[config.mk]
export PLATFORM = sky130hd
export DESIGN_NAME = fetch_stage
export DESIGN_NICKNAME = d
export VERILOG_FILES = /design/src/rtl/fetch_stage.sv
export SDC_FILE = /design/constraint.sdc
export NUM_CORES = 1
export LEC_CHECK = 0
export BUFFER_PORTS_ARGS = -buffer_cell sky130_fd_sc_hd__buf_4
export CORE_ASPECT_RATIO = 0.8
export CORE_MARGIN = 5
export CORE_UTILIZATION = 30
export CTS_CLUSTER_DIAMETER = 40
export DETAILED_ROUTE_END_ITERATION = 16
export PLACE_DENSITY = 0.56
export SLEW_MARGIN = 0
export SYNTH_ARGS = -nofsm -noshare
export SYNTH_HDL_FRONTEND = slang
export SYNTH_SLANG_ARGS = --single-unit
export TNS_END_PERCENT = 20
[constraint.sdc]
create_clock -name CLK -period 3.27 [get_ports CLK]
set_input_delay 0.327 -clock CLK [delete_from_list [all_inputs] [get_ports CLK]]
set_output_delay 0.327 -clock CLK [all_outputs]
set_load 0.005 [all_outputs]
[src/rtl/fetch_stage.sv]
// Instruction fetch stage: PC sequencing, redirect kill of an in-flight miss,
// halt, and the IF/ID pipeline register.
module fetch_stage #(
    parameter logic [31:0] PC_INIT = 32'h0000_0000
) (
    input  logic        CLK,
    input  logic        RST,
    input  logic        ihit,
    input  logic [31:0] imemload,
    output logic        imemREN,
    output logic [31:0] imemaddr,
    input  logic        pc_WEN,
    input  logic        ifid_stall,
    input  logic        ifid_flush,
    input  logic        redirect_en,
    input  logic [31:0] redirect_pc,
    input  logic        halt,
    output logic        ifid_valid,
    output logic [31:0] ifid_instr,
    output logic [31:0] ifid_pc,
    output logic [31:0] ifid_npc,
    output logic [1:0]  fetch_state
);

    localparam int unsigned XLEN = 32;

    typedef enum logic [1:0] {
        FETCH  = 2'd0,
        KILL   = 2'd1,
        HALTED = 2'd2
    } state_t;

    state_t            state, state_n;
    logic [XLEN-1:0]   pc, pc_n;
    logic [XLEN-1:0]   kill_target, kill_target_n;
    logic [XLEN-1:0]   pc_plus4;
    logic              accept;

    assign pc_plus4    = pc + XLEN'(4);
    assign imemaddr    = pc;
    assign imemREN     = (state != HALTED);
    assign fetch_state = state;

    // State, PC and kill target registers
    always_ff @(posedge CLK) begin
        if (RST) begin
            state       <= FETCH;
            pc          <= PC_INIT;
            kill_target <= '0;
        end else begin
            state       <= state_n;
            pc          <= pc_n;
            kill_target <= kill_target_n;
        end
    end

    // Next-state and PC selection; halt wins over redirect and accept
    always_comb begin
        state_n       = state;
        pc_n          = pc;
        kill_target_n = kill_target;
        accept        = 1'b0;
        case (state)
            FETCH: begin
                if (halt) begin
                    state_n = HALTED;
                end else if (redirect_en) begin
                    if (ihit) begin
                        pc_n = redirect_pc;
                    end else begin
                        // Keep the outstanding address stable until the miss returns
                        kill_target_n = redirect_pc;
                        state_n       = KILL;
                    end
                end else if (ihit && pc_WEN) begin
                    accept = 1'b1;
                    pc_n   = pc_plus4;
                end
            end
            KILL: begin
                if (halt) begin
                    state_n = HALTED;
                end else if (ihit) begin
                    pc_n    = redirect_en ? redirect_pc : kill_target;
                    state_n = FETCH;
                end else if (redirect_en) begin
                    kill_target_n = redirect_pc;
                end
            end
            HALTED: begin
                state_n = HALTED;
            end
            default: begin
                state_n = FETCH;
            end
        endcase
    end

    // IF/ID register: flush > stall > load (bubble unless accepted)
    always_ff @(posedge CLK) begin
        if (RST || ifid_flush) begin
            ifid_valid <= 1'b0;
            ifid_instr <= '0;
            ifid_pc    <= '0;
            ifid_npc   <= '0;
        end else if (!ifid_stall) begin
            if (accept) begin
                ifid_valid <= 1'b1;
                ifid_instr <= imemload;
                ifid_pc    <= pc;
                ifid_npc   <= pc_plus4;
            end else begin
                ifid_valid <= 1'b0;
                ifid_instr <= '0;
                ifid_pc    <= '0;
                ifid_npc   <= '0;
            end
        end
    end

endmodule

==> parameters.txt <==
Parameter                              Value

Run status
  Result of the run    finished, final reports clean

Logic synthesis
  Post-Synthesis Cells    853
  Synth Register Bits    161
  Nets in the synthesized netlist    926
  Distinct cell type count after synthesis    56
  Most instantiated flip-flop cell in the synthesis netlist    sky130_fd_sc_hd__dfxtp_1
  Average size of a mapped cell    8.128 um^2
  Post-synth EDFFs    0
  Sequential share of the synthesized area    0.4649
  Yosys synthesis warning count    0
  Post-Synthesis Cell Area    6933 um^2
  Fraction of registers with async set/reset    0

Global routing
  Number of global-route vias before repair    6220
  Met2 GRT Util    0.2596
  Largest net degree at the start of global routing    75
  Met3 track demand over resource in global routing    0.05247
  Global-route congestion overflow total    0
  Global-route track usage on met1    0.2747
  Most used routing layer    met1
  Antenna violations before repair    0
  Overall track demand over capacity in global routing    0.1824
  Wire length of the first global-routing pass    38140 um

STA
  Final count of pins violating max slew    0
  Measured slew at the worst slew-check pin    1.107 ns
  # setup viols final    0
  Fin crit share    0.7919
  Setup repair after global routing missed its margin    false
  Maximum operating frequency    0.3862 GHz
  Worst-case clock skew    0.02277 ns
  Min cycle time layout    2.590 ns
  Post-route setup TNS    0 ns
  Count of final hold-check violations    0
  Slew headroom    0.2592
  Post-layout worst setup margin    0.6803 ns

Finish
  Filler cells    2306
  Final antenna diode count    0
  Fraction of layout instances using a drive strength above 1    0.2624
  NumNets Final    1085
  Top library cells by usage in the layout, fill and taps aside    sky130_fd_sc_hd__buf_4 (222), sky130_fd_sc_hd__dfxtp_1 (161), sky130_fd_sc_hd__nand2_1 (138)
  Area growth from synthesis to layout    33.51%
  Most frequent standard cell in the layout excluding fill and tap cells    sky130_fd_sc_hd__buf_4

Critical path
  Maximum single-stage delay on the critical path    0.61 ns
  CP cell instances    ha_1, and4_1, nand2_1, nor4_1, mux2_2, a21oi_1
  Category of the most critical setup path    register to register
  Arrival time at the worst endpoint    2.95 ns
  Peak fanout along the critical path    8
  Buffers and inverters on the worst path    0
  Type of element launching the critical path    register
  Highest-delay cell along the critical path    sky130_fd_sc_hd__nor4_1
  Required arrival time at the worst endpoint    3.63 ns
  Delay-heaviest family, CP    simple AND/OR/NAND/NOR gates
  Crit path capture type    register

Floorplanning
  Overall die height    146.0 um
  Die outline width    180.0 um
  Placement row count    49
  Core outline area    22620 um^2
  I/O pin count    204
  Effective utilization at floorplan    0.3065
  Die ar.    26270 um^2

Detailed routing
  Overall via count from detail_route    6786
  ANT nets after route    0
  DRC violation total after the first TritonRoute iteration    544
  Routed length per placed instance    18.47 um
  Count of unresolved DRC violations after routing    0
  Mean number of vias per cell    5.098
  First-pass iteration count of the detailed router    7
  Total length of routed wires    24590 um

Clock network
  Number of sinks driven by the clock tree    161
  Clock latency of the later-clocked register in the worst-skew pair    0.45 ns
  Clock root buffer master    sky130_fd_sc_hd__clkbuf_16
  Number of buffers on the longest clock path    2
  Clk pin slew, worst setup/hold paths    0.07 ns
  Number of resized instances in the post-cts repair step    0
  Total CTS buffers    17
  H-Tree Depth    4
  Post-CTS repair timing setup buffer count    0
  Clock tree from TritonCTS    done
  Number of hold-repair buffers added at the cts stage    0

Power
  Leakage Power    3.515 nW
  Cell Pwr Density    477.6 nW/um^2
  Peak ir drop on the vdd network    335.9 uV
  Overall power of the completed layout    4.421 mW

Placement
  GP Congestion    0.8873
  Number of buffers inserted by port buffering    203
  Post-place setup slack    0.7596 ns
  HPWL after detailed placement    17390 um

Min path
  Worst min-delay path class    input pin to register

Job
  Max-cap violation count    0
==> synth_stat cells, types with 4 or more instances <==
library cell	number	area [um^2]
sky130_fd_sc_hd__dfxtp_1	161	3223
sky130_fd_sc_hd__nand2_1	138	518.0
sky130_fd_sc_hd__nor2_1	100	375.4
sky130_fd_sc_hd__a22oi_1	73	548.0
sky130_fd_sc_hd__a21oi_1	64	320.3
sky130_fd_sc_hd__clkbuf_1	61	229.0
sky130_fd_sc_hd__o21ai_0	46	230.2
sky130_fd_sc_hd__xnor2_1	20	175.2
sky130_fd_sc_hd__nor3_1	17	85.08
sky130_fd_sc_hd__nand3_1	16	80.08
sky130_fd_sc_hd__buf_1	12	45.04
sky130_fd_sc_hd__nand4_1	10	62.56
sky130_fd_sc_hd__or3_1	10	62.56
sky130_fd_sc_hd__and3_1	8	50.05
sky130_fd_sc_hd__nor4_1	8	50.05
sky130_fd_sc_hd__a31oi_1	7	43.79
sky130_fd_sc_hd__a211oi_1	6	45.04
sky130_fd_sc_hd__inv_1	6	22.52
sky130_fd_sc_hd__xor2_1	6	52.55
sky130_fd_sc_hd__mux2_2	5	56.30
sky130_fd_sc_hd__a221oi_1	4	35.03
sky130_fd_sc_hd__and4_1	4	35.03
sky130_fd_sc_hd__buf_2	4	20.02
sky130_fd_sc_hd__mux2i_1	4	40.04
sky130_fd_sc_hd__o211a_1	4	40.04
sky130_fd_sc_hd__o221ai_1	4	35.03
sky130_fd_sc_hd__o31ai_1	4	30.03
==> worst paths after layout <==
| check | start | endpoint | slack (ns) | cells after the start |
|---|---|---|---|---|
| min reg2reg | kill_target[9] | kill_target[9] | 0.45 | 2 |
| max | imemaddr[2] | imemaddr[30] | 0.68 | 6 |
| max reg2reg | imemaddr[2] | imemaddr[30] | 0.68 | 6 |
| min | imemload[10] | ifid_instr[10] | 0.11 | 3 |
==> area by class of cell <==
type                    instances  area [um^2]  share of cell area
multi-input cells             603         3374              0.3646
flip-flops and latches        161         3223              0.3482
repair buffers                222         1667              0.1800
clock buffers                  17        425.4             0.04596
well taps                     306        382.9             0.04136
clock inverters                15        157.7             0.01703
inverters                       7        26.28            0.002839
==> per-stage QoR <==
stage	instances	area [um^2]	hold slack, ns	utilization
2_1_floorplan	853	6933	0.4319	-
3_5_place_dp	1299	8673	0.4439	0.3834
6_report	1331	9256	0.1092	0.4092
4_1_cts	1331	9256	0.1032	0.4092
3_3_place_gp	1299	8673	0.4381	0.3834
5_1_grt	1331	9256	0.09688	0.4092
==> worst reg2reg max path: stages, from the launching register on <==
cell	delay, ns
sky130_fd_sc_hd__dfxtp_1	0.51
sky130_fd_sc_hd__ha_1	0.30
sky130_fd_sc_hd__and4_1	0.31
sky130_fd_sc_hd__nand2_1	0.25
sky130_fd_sc_hd__nor4_1	0.61
sky130_fd_sc_hd__mux2_2	0.41
sky130_fd_sc_hd__a21oi_1	0.12
==> state kept, by name, indices dropped and copies added (netlist names) <==
| signal | count |
|---|---|
| ifid_pc | 32 |
| kill_target | 32 |
| ifid_instr | 32 |
| fetch_state | 2 |
| imemaddr | 32 |
| ifid_valid | 1 |
| ifid_npc | 30 |
==> kinds of logic (layout without fill, tap and decap cells) <==
| kind of cell | Yosys count | after routing | share of synthesized area |
|---|---|---|---|
| and+or+nand+nor | 333 | 333 | 0.2155 |
| AOI/OAI and AO/OA | 234 | 234 | 0.2205 |
| DFF | 161 | 161 | 0.4649 |
| buffers and inverters | 89 | 261 | 0.05053 |
| xor gates and xnor gates | 26 | 26 | 0.03285 |
| muxes | 9 | 9 | 0.01390 |
| adders and majority gates | 1 | 1 | 0.001804 |
==> routing by layer <==
layer / vias to the layer above / part of all wire
li1: 3326 / -
met5: - / 0
met2: 261 / 0.43
met1: 3186 / 0.49
met4: 0 / 0.0087
met3: 13 / 0.069
==> report_power, final <==
group	internal, mW	switching [mW]
Combinational	0.152	0.208
Sequential	1.99	0.0527
Clock	1.13	0.883
No activity file was read; power rests on OpenSTA's default activity.
